`src/rtl/count_sequencer.sv`:
```
// Run/pause/clear controller for the 8-bit ripple-enable counter: turns
// asynchronous button levels into a rate-selectable step enable and a clear pulse.
module count_sequencer #(
  parameter int unsigned TICK_DIV = 50_000_000,
  parameter int unsigned DIV_W    = 26
) (
  input  logic       clock,
  input  logic       Resetn,
  input  logic       start_req,
  input  logic       stop_req,
  input  logic       clear_req,
  input  logic [1:0] rate_sel,
  input  logic       wrap_en,
  input  logic [7:0] count,
  output logic       cnt_enable,
  output logic       cnt_clearn,
  output logic [1:0] state,
  output logic       done
);

  typedef enum logic [1:0] {
    IDLE  = 2'b00,
    RUN   = 2'b01,
    PAUSE = 2'b10,
    DONE  = 2'b11
  } state_t;

  localparam logic [DIV_W-1:0] BASE = DIV_W'(TICK_DIV);

  state_t           cur, nxt;
  logic [2:0]       sync1, sync2, prev;  // bit 2 clear, bit 1 stop, bit 0 start
  logic [2:0]       req_edge;
  logic [DIV_W-1:0] div_cnt, div_nxt, period_m1;
  logic             tick, en_nxt, clrn_nxt;

  always_ff @(posedge clock or negedge Resetn) begin
    if (!Resetn) begin
      sync1 <= '0;
      sync2 <= '0;
      prev  <= '0;
    end else begin
      sync1 <= {clear_req, stop_req, start_req};
      sync2 <= sync1;
      prev  <= sync2;
    end
  end

  assign req_edge = sync2 & ~prev;

  // >= rather than == so a lowered period takes effect immediately
  assign period_m1 = (BASE >> rate_sel) - DIV_W'(1);
  assign tick      = (cur == RUN) && (div_cnt >= period_m1);

  always_comb begin
    nxt      = cur;
    div_nxt  = div_cnt;
    en_nxt   = 1'b0;
    clrn_nxt = 1'b1;
    if (req_edge[2]) begin
      nxt      = IDLE;
      div_nxt  = '0;
      clrn_nxt = 1'b0;
    end else begin
      case (cur)
        IDLE: begin
          div_nxt = '0;
          if (req_edge[0]) nxt = RUN;
        end
        RUN: begin
          if (req_edge[1]) begin
            nxt = PAUSE;
          end else if (tick) begin
            div_nxt = '0;
            if ((count == 8'hFF) && !wrap_en) nxt = DONE;
            else en_nxt = 1'b1;
          end else begin
            div_nxt = div_cnt + DIV_W'(1);
          end
        end
        PAUSE: begin
          if (req_edge[0]) nxt = RUN;
        end
        DONE: begin
          div_nxt = '0;
        end
        default: begin
          nxt     = IDLE;
          div_nxt = '0;
        end
      endcase
    end
  end

  always_ff @(posedge clock or negedge Resetn) begin
    if (!Resetn) begin
      cur        <= IDLE;
      div_cnt    <= '0;
      cnt_enable <= 1'b0;
      cnt_clearn <= 1'b1;
      done       <= 1'b0;
    end else begin
      cur        <= nxt;
      div_cnt    <= div_nxt;
      cnt_enable <= en_nxt;
      cnt_clearn <= clrn_nxt;
      done       <= (nxt == DONE);
    end
  end

  assign state = cur;

endmodule
```
`config.mk`:
```
export PLATFORM = sky130hd
export DESIGN_NAME = count_sequencer
export DESIGN_NICKNAME = d
export VERILOG_FILES = /design/src/rtl/count_sequencer.sv
export SDC_FILE = /design/constraint.sdc
export NUM_CORES = 1
export LEC_CHECK = 0
export ABC_CLOCK_PERIOD_IN_PS = 3000
export CORE_UTILIZATION = 35
export CTS_CLUSTER_DIAMETER = 80
export DETAILED_ROUTE_END_ITERATION = 16
export GPL_ROUTABILITY_DRIVEN = 0
export PLACE_DENSITY_LB_ADDON = 0.1
export SETUP_SLACK_MARGIN = 0.2
export SLEW_MARGIN = 15
export SYNTH_ARGS = -nofsm -noshare
export SYNTH_HDL_FRONTEND = slang
export SYNTH_SLANG_ARGS = --single-unit
```
`constraint.sdc`:
```
create_clock -name clock -period 3 [get_ports clock]
set_input_delay 0.45 -clock clock [delete_from_list [all_inputs] [get_ports clock]]
set_output_delay 0.45 -clock clock [all_outputs]
set_load 0.01 [all_outputs]
```
Yosys cells after proc, flatten, opt, wreduce, memory -nomap -nowiden --
Index checks and enable logic that the tools add are counted.
Word-level totals: bits in registers 40, output and inout bits 5, logic and storage cells 44, bits of input ports 16
Operators by class: bitwise gates (word level) 2, $lt $le $gt $ge 1, reduce and logical (&&, ||, !) cells 8, $add $sub $neg 2, equality and inequality tests 6, shift-type cells 1, mux-type cells 16
Operators by type and width (number):
- 26-bit two-way mux | 3
- 26-bit case mux with 2 select lines | 1
- 26-bit by 1-bit adder with 26-bit output (second input constant) | 1
- 26-bit greater-or-equal comparator | 1
- 26-bit by 2-bit >> shifter with 26-bit output (first input constant) | 1
- 26-bit by 1-bit subtractor with 26-bit output (second input constant) | 1
- 2-bit two-way mux | 5
- 8-bit equality test (second input constant) | 1
- 2-bit equality test (second input constant) | 3
- 1-bit two-way mux | 6
- 2-bit case mux with 2 select lines | 1
- 2-bit OR reduction | 2
- 3-bit bitwise AND | 1
- 3-bit != test (second input constant) | 1
- 3-bit inverter | 1
- 3-bit nonzero test | 1
- 2-bit by 1-bit equality test with 1-bit output (second input constant) | 1
- 1-bit logical AND | 2
- 2-bit logical NOT | 1
- 2-bit AND reduction | 1
- 1-bit logical NOT | 1

Depth between registers and ports, before layout --
Gate-level depths: netlist (run 1).
depth in word-level cells 9, depth in mapped cells 13, depth with buffers taken out 11

Worst setup path before layout (run 1) --
OpenSTA, ideal clock, no wires.
path kind input to register, start point input rate_sel[0], end point register div_cnt[15], data required time 2.931 ns, path buffers 2, arrival 2.543 ns, path slack 0.388 ns, stages 12, library setup time 0.069 ns, cells stage by stage and2b_4 > inv_1 > ha_1 > ha_1 > a21oi_1 > o21ai_0 > a211o_1 > a21oi_1 > buf_2 > buf_4 > o2111ai_1 > nand3_1
Between the ends: word-level cells in the longest chain between the ends 8
RTL lines:
- from (decl) | RTL line 12 | input logic [1:0] rate_sel,
- 26-bit by 2-bit >> shifter with 26-bit output | RTL line 51 | assign period_m1 = (BASE >> rate_sel) - DIV_W'(1);
- 26-bit by 1-bit subtractor with 26-bit output | RTL line 51
- 26-bit greater-or-equal comparator | RTL line 52 | assign tick = (cur == RUN) && (div_cnt >= period_m1);
- 1-bit logical AND | RTL line 52
- 26-bit two-way mux | RTL line 72 | end else if (tick) begin
- 26-bit two-way mux | RTL line 70 | if (req_edge[1]) begin
- 26-bit case mux with 2 select lines | RTL line 64 | case (cur)
- 26-bit two-way mux | RTL line 59 | if (req_edge[2]) begin
- to (signal assigned) | RTL line 103 | div_cnt <= div_nxt;
- to (decl) | RTL line 33 | logic [DIV_W-1:0] div_cnt, div_nxt, period_m1;
No other way between the ends. The select of a mux whose other input is x is not followed. A chain may end at the register's enable or synchronous reset.

Final worst setup path (run 1) --
start point input rate_sel[0], end point register div_cnt[4]
Same word-level chain as after synthesis.

==> metrics.txt, run 1 <==
Initial Utilization=0.363; Synth Cell Area=about 2800 µm²; top cells by count, synth=nand2_1 (44), dfrtp_1 (39), o2111ai_1 (27); Row Count=32; Max Freq=about 380 MHz; # IOs=21; worst endpoint required time=3.21 ns; initial antenna violation count=0; Final Cycle Share=0.885; worst slew pin tran=approximately 0.93 ns; post-route DRC violation count=0; Worst slew margin=0.383; clk buf depth=2; fin nets=404; first-pass GRT wire length=12.2 mm; synth warn=0; largest fanout on the critical path=6; Die H=between 90 and 100 µm; Hold WC Path Type=in2async; Seq/Total Area, Yosys=0.358; P&R area growth vs syn=22.3%; number of global-route vias before repair=2,447; Synth Register Bits=40; CP cell instances=dlygate4sd2_1, and2b_4, inv_1, ha_1, ha_1, a21oi_2, o21ai_1, a211o_1, a21oi_4, buf_12, buf_6, o2111ai_1, a22oi_1; wire per inst=15.1 µm; maximum vdd ir drop=roughly 0.27 mV; Setup WS post-layout=0.346 ns; DR iter-0 viols=about 140; setup_tns=0 ns; Worst Path Buf+Inv=4; most numerous cell in the Yosys netlist=nand2_1; Die X=91.5 µm; worst reg2reg path depth=8; gr ovfl total=0; Max stage delay cell, worst path=a211o_1; Leakage=1.53 nW; Synth Instances=324; EDFF count, synth=0; number of I/O port buffers=20; Final min period=2.65 ns; Via density=5.37; WP data arrival=2.86 ns; max cap viols=0; Final ANT Viol Nets=0; # clock sinks=40; synth top area cells=dfrtp_1 (35%), ha_1 (11%), o2111ai_1 (8.4%); WS Path Type=in2reg; max-slew violation count=0; dpl ws=-0.220 ns; final setup violation count=0; ANT cells=0; CTS Buf Count=5; Crit path top cell by count=ha_1; H-tree levels=2; gr usage total=0.182; PwrDens=roughly 360 nW/µm²; dominant synthesized flop cell=dfrtp_1; post-synth top area share=0.348; clock skew=0.00780 ns; Post-synth ARST share=1.00; crit end category=flop; placed insts=453; clock slew at reported path FFs=0.08 ns; RSZ-0062 raised after global routing=no; Non-Filler Instances=466; max incr delay on CP=0.31 ns; TritonRoute pass-1 iters=4; clk_lat worst skew=0.29 ns; hpwl dp=around 5 mm; Final Hold Fails=0; Crit. path cell count=13; core area=7730 µm²; cts hold-fix bufs=0; delay-heaviest family, CP=compound AO/OA/AOI/OAI gates; top cell type by total area after synthesis=dfrtp_1; vias=2,502; total die area=~8400 µm²; outcome=finished clean; number of distinct library cells after synthesis=48; total wire length=7.02 mm; Syn Area/Cell=8.65 µm²; CTS tree=yes; startpoint types=input port; layout cells sized above 1=0.129; largest net degree at the start of global routing=slightly above 40; Root Buffer Master=clkbuf_8
==> cells in the final DEF (no fill, tap or decap), types with 4 or more instances in the layout <==
master	instances
nand2_1	44
dfrtp_1	39
o2111ai_1	27
ha_1	25
nor2_1	23
buf_4	21
nand3_1	18
inv_1	17
clkdlybuf4s50_1	17
o21ai_0	16
nand4_1	10
nor3_1	8
and2_1	8
xnor2_1	6
a21o_1	5
a22oi_1	5
and3_1	5
o211ai_1	5
clkbuf_8	5
buf_6	5
nor2b_1	4
a21oi_1	4
xor2_1	4
==> worst paths after layout <==
check,slack (ns),from,endpoint
setup reg to reg,0.58,div_cnt[19],div_cnt[3]
hold reg to reg,0.36,sync1[0],sync2[0]
setup / recovery,0.35,rate_sel[0],div_cnt[4]
hold / removal,0.29,Resetn,div_cnt[25]
max in group asynchronous,2.13,Resetn,div_cnt[1]
min in group clock,0.36,sync1[0],sync2[0]
==> routing by layer <==
metal | part of all wire | vias to the layer above | track usage
li1 | - | 1270 | -
met1 | 0.48 | 1185 | 0.251
met2 | 0.48 | 39 | 0.301
met3 | 0.026 | 8 | 0.0285
met4 | 0.0097 | 0 | 0.0357
met5 | 0 | - | 0
==> area by class of cell <==
type | count | area (µm²)
fillers | 757 | 4300
clock buffers | 5 | 68.8
multi-input cells | 250 | 1680
flip-flops and latches | 40 | 1000
repair buffers | 49 | 439
well taps | 102 | 128
inverters | 17 | 63.8
clock inverters | 3 | 42.5
==> cells by family after synthesis <==
kind of cell / count (synthesis) / share of synthesized area
XOR/XNOR: 10 / 0.0312
adder cells (fa/ha/maj): 26 / 0.115
other: 2 / 0.00268
flip-flops: 40 / 0.358
AO/OA/AOI/OAI: 80 / 0.210
buffers and inverters: 35 / 0.0531
AND/OR/NAND/NOR: 131 / 0.230
==> power by group <==
group / total (W) / internal (W) / switching (W) / leakage (nW)
Combinational: 0.000209 / 0.0000862 / 0.000123 / 0.940
Sequential: 0.000579 / 0.000558 / 0.0000210 / 0.533
Clock: 0.000437 / 0.000246 / 0.000191 / 0.0541
Total: 0.00123 / 0.000890 / 0.000335 / 1.53
==> sequential cells by signal, indices dropped and copies added, names as in the netlist <==
| signal | count |
|---|---|
| div_cnt | 26 |
| state | 2 |
| cnt_clearn | 1 |
| sync1 | 3 |
| prev | 3 |
| done | 1 |
| sync2 | 3 |
| cnt_enable | 1 |
==> what timing repair did <==
item / 4_1_cts / 5_1_grt
endpoints found under the hold margin: 0 / 0
cloned: 4 / 0
setup endpoints to repair: 11 / 20
buffers inserted: 1 / 0
gates resized for setup: 10 / 6
pin swaps: 5 / 2
==> per-stage QoR <==
stage	hold slack, ns	area (µm²)	util	power (W)
global route	0.370	3430	0.444	0.00130
finish	0.292	3430	0.444	0.00123
CTS	0.334	3410	0.441	0.00124
floorplan	0.154	2810	-	0.000699
global placement	0.332	3230	0.418	0.000797
detailed placement	0.346	3230	0.418	0.000800
Note: power is estimated with default switching activity, not from simulation.
==> inputs of run 2 (changes only) <==
CORE_MARGIN = 4   (was default)
==> metrics.txt, run 2 (synthesis gave the netlist of run 1 again) <==
largest net degree at the start of global routing=41; commonest non-fill, non-tap cell in the layout=nand2_1; Sequential Power Share=0.460; Die H=97.5 µm; switching part of the total=0.285; Leakage=1.55 nW; maximum vdd ir drop=roughly 0.23 mV; Filler cells=786; Final Cycle Share=0.887; max incr delay on CP=between 0.3 and 0.4 ns; clk buf depth=2; Comb power frac=0.171; outcome=finished clean; worst slew pin tran=0.926 ns; WS Path Type=in2reg; total die area=9500 µm²; Die X=~97 µm; Row Count=32; number of I/O port buffers=20; vias=2,507; total wire length=around 7.1 mm; CTS tree=yes; Worst slew margin=0.383; cell area after placement=3270 µm²; Max Freq=376 MHz; Design Area, Final=3460 µm²; final setup violation count=0; # clock sinks=40; worst endpoint required time=3.22 ns; H-tree levels=2; number of global-route vias before repair=2,480; core area=around 8000 µm²; CP cell instances=dlygate4sd2_1, and2b_4, inv_1, ha_1, ha_1, a21oi_1, o21ai_0, a211o_1, a21oi_4, o211ai_4, bufbuf_16, o21ai_0; FF-to-FF Start=div_cnt[11]; delay-heaviest family, CP=compound AO/OA/AOI/OAI gates; clock share of power=0.369; RSZ-0062 raised after global routing=no; hpwl dp=just over 5 mm; DR iter-0 viols=96; max cap viols=0; clk_lat worst skew=0.30 ns; post-route DRC violation count=0; CTS Buf Count=5; first-pass GRT wire length=12.4 mm; critical path startpoint=rate_sel[0]; P_sw=between 0.0003 and 0.0004 W; startpoint types=input port; Hold WC Path Type=in2async; clock slew at reported path FFs=0.09 ns; Root Buffer Master=clkbuf_8; largest fanout on the critical path=7; fin nets=roughly 410; clock skew=~0.0055 ns; PwrDens=about 360 nW/µm²; gr usage total=0.159; crit end category=flop; gr ovfl total=0; max-slew violation count=0; # IOs=21; Final ANT Viol Nets=0; placed insts=457; Crit. path cell count=12; Initial Utilization=0.361; Max stage delay cell, worst path=a211o_1; Biggest register=div_cnt; P&R area growth vs syn=23.5%; initial antenna violation count=0; worst reg2reg path depth=8; wire per inst=15.1 µm; ANT cells=0; TritonRoute pass-1 iters=4; WP data arrival=roughly 2.9 ns; Non-Filler Instances=468; Internal Pwr Total=0.000898 W; Final min period=approximately 2.7 ns; Worst Path Buf+Inv=3; layout cells sized above 1=0.134; Via density=5.36; internal reg-to-reg setup slack=0.63 ns; Final Hold Fails=0; Largest register FFs=26; most frequent cells in the layout=nand2_1 (44), dfrtp_1 (39), buf_4 (28)
## run 2: routing by layer
metal  wire length, µm  vias to the layer above  GRT usage
met1              3400                     1193      0.218
li1                  -                     1276          -
met3               182                       10     0.0287
met5                 0                        -          0
met2              3390                       28      0.259
met4                92                        0     0.0383
## run 2: through the flow
step           setup slack (ns)  hold WS [ns]   util  setup TNS (ns)  total power, W
6_report                  0.340         0.282  0.446               0         0.00126
4_1_cts                   0.280         0.340  0.442               0         0.00127
3_5_place_dp             -0.239         0.335  0.421           -2.69        0.000805
5_1_grt                   0.195         0.369  0.446               0         0.00133
3_3_place_gp             -0.134         0.333  0.421          -0.863        0.000802
2_1_floorplan             0.388         0.154      -               0        0.000699
## run 2: worst paths after layout
check / end
worst max-delay path: div_cnt[16]
worst min-delay path: div_cnt[23]
worst max register to register: div_cnt[16]
worst min register to register: sync2[2]
max in group asynchronous: div_cnt[2]
min in group clock: sync2[2]
## run 2: final cells by class
cell class / count / area (µm²) / area share
clock buffers: 5 / 68.8 / 0.0199
repair buffers: 51 / 467 / 0.135
well taps: 102 / 128 / 0.0369
inverters: 17 / 63.8 / 0.0184
multi-input cells: 250 / 1690 / 0.487
clock inverters: 3 / 46.3 / 0.0134
flip-flops and latches: 40 / 1000 / 0.290
## run 2: power by group through the flow
stage / Sequential [W] / Clock [W] / Combinational [W]
floorplan: 0.000586 / 0 / 0.000113
global placement: 0.000590 / 0 / 0.000212
detailed placement: 0.000589 / 0 / 0.000215
CTS: 0.000579 / 0.000477 / 0.000217
global route: 0.000582 / 0.000505 / 0.000244
finish: 0.000578 / 0.000463 / 0.000215
## run 2: repair_timing
item | 4_1_cts | 5_1_grt
gates cloned | 2 | 0
resized for setup | 4 | 9
setup buffers | 0 | 1
setup endpoints to repair | 8 | 10
pin swaps | 4 | 2
hold buffers | 0 | 0
==> RTL edit 1 (settings of run 2) <==
Set the parameter `DIV_W` to 18 (it was 26).
--- a/src/rtl/count_sequencer.sv
+++ b/src/rtl/count_sequencer.sv
@@ -2,7 +2,7 @@
 // asynchronous button levels into a rate-selectable step enable and a clear pulse.
 module count_sequencer #(
   parameter int unsigned TICK_DIV = 50_000_000,
-  parameter int unsigned DIV_W    = 26
+  parameter int unsigned DIV_W    = 18
 ) (
   input  logic       clock,
   input  logic       Resetn,
Check against the original RTL: same outputs for any inputs over 10 cycles, from zero or initial values and one cycle with Resetn low; that may be too few to reach the edited logic, so the function may still have changed.
==> RTL edit 1 against run 2 <==
- fmax increased by 1.7%
- die area decreased by 29%
- critical path depth unchanged
- total power decreased by 9.2%
- setup slack improved by 0.046 ns
- first-iteration DRC count decreased by 15%
- sequential cell count decreased by 8
- utilization increased by 0.28 points
- global-route usage decreased by 1.6 points
- wire length decreased by 40%
- hold slack improved by 0.073 ns
- synthesized area decreased by 31%
- cell area decreased by 32%
- largest power group unchanged
==> RTL edit 1: results (changes against run 2) <==
finish:
  fillCellCount: 517  # -34%
  drive_gt1_share_pct: 13.7  # +0.35 points
  nNetsFinal: 266  # -34%
  largest_reg_flops: 18  # -31%
grt:
  grt_max_degree: 33  # -20%
  track_usage_pct: 14.2  # -1.6 points
placement:
  place_ws_ns: -0.102  # +0.137 ns
  dp_hpwl_mm: 3.10  # -40%
  dpl.cell_count: 295  # -35%
synth:
  netlist_top_cells_area: "dfrtp_1 40%, ha_1 12%, nand2_1 4.8%"
  synth_common_cells: "31 x dfrtp_1, 25 x nand2_1, 18 x ha_1, 16 x nand3_1, 12 x inv_1"
  ys_types: 47  # -2.1%
  avgSynthCellArea_um2: 9.58  # +11%
timing:
  fin_skew_ns: 0.00242  # -0.00312 ns
clocking:
  numCtsBuffers: 5  # unchanged
  cts.clk_slew.worst_paths_ns: 0.07  # -0.02 ns
  worst_skew_pair.late_latency_ns: 0.28  # -0.02 ns
setup_path:
  critPathTopFamily: "buffers and inverters"
  crit_path_max_fanout: 8  # +1
  rr_worst_depth: 10  # +2
power:
  ir_drop_v: 0.000216  # -7.8%
routing:
  vias: 1555  # -38%
  wl_per_cell_um: 13.9  # -8.0%
  drt_iter0_markers: 82  # -15%
run_status:
  status: "complete, no violations"
min_path:
  hp-class: "reg -> reg"
## RTL edit 1: changes by cell type after synthesis, moves of 8 or more
cell and delta:
nand2_1 -19, o2111ai_1 -27, o21ai_0 -14, clkbuf_1 -8
dfrtp_1 -8, nor2_1 -14
## RTL edit 1: cell type report
class / count / share of cell area, %
clock inverters: 3 / 0.799
repair buffers: 28 / 11.1
clock buffers: 5 / 2.93
multi-input cells: 152 / 45.2
flip-flops and latches: 32 / 34.2
inverters: 13 / 2.08
well taps: 70 / 3.73
## RTL edit 1: stage by stage
step                      util [%]  hold slack, ns
after floorplan                  -           0.154
final                         44.8           0.355
after detailed placement      42.9           0.340
after global routing          44.8           0.368
after CTS                     44.6           0.360
after global placement        42.9           0.333
## RTL edit 1: path summary, 6_finish.rpt
| path | end | slack (ns) | start |
|---|---|---|---|
| min in group asynchronous | done$_DFF_PN0_ | 0.57 | Resetn |
| max reg2reg | div_cnt[7]$_DFFE_PN0P_ | 0.92 | div_cnt[13]$_DFFE_PN0P_ |
| min | sync2[0]$_DFF_PN0_ | 0.36 | sync1[0]$_DFF_PN0_ |
| min reg2reg | sync2[0]$_DFF_PN0_ | 0.36 | sync1[0]$_DFF_PN0_ |
| max | div_cnt[7]$_DFFE_PN0P_ | 0.39 | rate_sel[0] |
| max in group asynchronous | cnt_clearn$_DFF_PN1_ | 2.10 | Resetn |
## RTL edit 1: power breakdown
part,internal (uW),switching [uW]
Combinational,148,192
Clock,161,168
Sequential,453,18.8
## RTL edit 1: kinds of logic after synthesis
kind of cell,Yosys count,share of synthesized area [%]
muxes,4,2.07
xor gates and xnor gates,1,0.453
DFF,32,41.4
buffers and inverters,18,4.46
AOI/OAI and AO/OA,44,16.9
adders and majority gates,18,11.6
and+or+nand+nor,83,22.7
other,2,0.388
## RTL edit 1: layer usage
metal | part of all wire (%) | routed length (um) | global-route usage, %
met5 | 0 | 0 | 0
met4 | 0.86 | 36 | 3.99
met3 | 7.2 | 302 | 3.58
met2 | 45 | 1910 | 23.6
met1 | 47 | 1960 | 18.4
## RTL edit 1: repair_timing
action,CTS,global route
endpoints found under the setup margin,0,15
gates resized for setup,0,4
hold buffers,0,0
hold endpoints to repair,0,0
==> RTL edit 2 (flow settings as in run 2) <==
Made on the original files. Remove the register `cnt_enable`: a continuous assignment takes its place, so the output `cnt_enable` follows one clock earlier.
--- a/src/rtl/count_sequencer.sv
+++ b/src/rtl/count_sequencer.sv
@@ -95,18 +95,18 @@
     if (!Resetn) begin
       cur        <= IDLE;
       div_cnt    <= '0;
-      cnt_enable <= 1'b0;
       cnt_clearn <= 1'b1;
       done       <= 1'b0;
     end else begin
       cur        <= nxt;
       div_cnt    <= div_nxt;
-      cnt_enable <= en_nxt;
       cnt_clearn <= clrn_nxt;
       done       <= (nxt == DONE);
     end
   end
 
+  assign cnt_enable = en_nxt;
+
   assign state = cur;
 
 endmodule
Check against the original RTL: same outputs for any inputs over 10 cycles, from zero or initial values and one cycle with Resetn low; that may be too few to reach the edited logic, so the function may still have changed.
==> RTL edit 2 against run 2 <==
- setup slack worse by 0.10 ns
- wire length grew 3.7%
- sequential cell count down 1
- clock power is 26% lower
- global-route usage shrank 0.20 points
- sequential share of layout area is 0.78 points lower
- synthesized area fell by 0.89%
- via count grew 0.40%
- cell area is 0.22% higher
- total power shrank 9.3%
- first-iteration DRC count decreased by 7.3%
- synthesized cell count is 0.31% lower
==> RTL edit 2: results (changes against run 2) <==
routing:
  wl_met1_mm: 3.73  # +9.9%
  wl_met2_mm: 3.27  # -3.6%
  via_per_inst: 5.40  # +0.83%
  wl_mm: 7.33  # +3.7%
  route.met3.wl_um: 242  # +33%
power:
  swShare_pct: 29.3  # +0.73 points
  cellPowerDensity_nw_per_um2: 329  # -9.5%
  ir_drop_v: 0.000131  # -44%
  leakage_uw: 0.00149  # -4.2%
setup_path:
  r2r-start: "div_cnt[19]$_DFFE_PN0P_"
  r2r_setup_slack_ns: 0.48  # -0.15 ns
  crit_arrival_ns: 2.32  # -0.56 ns
  slowest_stage: "a2111oi_4"
  rr_worst_depth: 9  # +1
synth:
  netlist_top_cells_area: "dfrtp_1 34%, ha_1 11%, o2111ai_1 8.5%"
  avgSynthCellArea_um2: 8.60  # -0.59%
  synth_common_cells: "44 x nand2_1, 38 x dfrtp_1, 27 x o2111ai_1, 25 x ha_1, 23 x nor2_1"
timing:
  fin_skew_ns: 0.0167  # +0.0111 ns
finish:
  fillCellCount: 759  # -3.4%
  drive_gt1_share_pct: 18.1  # +4.7 points
  finalNonFillerCells: 466  # -0.43%
  nNetsFinal: 404  # -0.49%
grt:
  grtUsageMet3_pct: 2.44  # -0.43 points
  grt_pass1_wl_mm: 12.2  # -1.7%
  grt_max_degree: 40  # -2.4%
  grt_pass1_vias: 2342  # -5.6%
  grtUsageMet1_pct: 23.0  # +1.1 points
  track_usage_pct: 15.7  # -0.20 points
placement:
  placed_cell_area_um2: 3240  # -0.84%
  place_ws_ns: -0.744  # -0.505 ns
  dpl.cell_count: 455  # -0.44%
run_status:
  status: "complete, no violations"
clocking:
  cts_resized: 28  # +24
## RTL edit 2: worst max-delay path by stage
stage                     start          to  cells after the start
finish              rate_sel[0]  cnt_enable                     11
global route        rate_sel[0]  cnt_enable                     11
CTS                 rate_sel[1]  cnt_enable                     11
detailed placement  rate_sel[0]  cnt_enable                     11
global placement    rate_sel[0]  cnt_enable                     11
floorplan           rate_sel[0]  cnt_enable                     10
## RTL edit 2: final cells by class
| class | count | area share [%] |
|---|---|---|
| clock buffers | 7 | 2.20 |
| clock inverters | 1 | 0.144 |
| well taps | 102 | 3.68 |
| inverters | 17 | 1.91 |
| flip-flops and latches | 39 | 28.2 |
| repair buffers | 50 | 12.7 |
| multi-input cells | 250 | 51.2 |
## RTL edit 2: logic make-up after synthesis
kind of cell | synth area share (%)
xor+xnor | 3.15
other cells | 0.270
compound gates | 21.2
flops | 35.2
buf+inv | 5.36
simple gates | 23.2
fa+ha+maj | 11.6
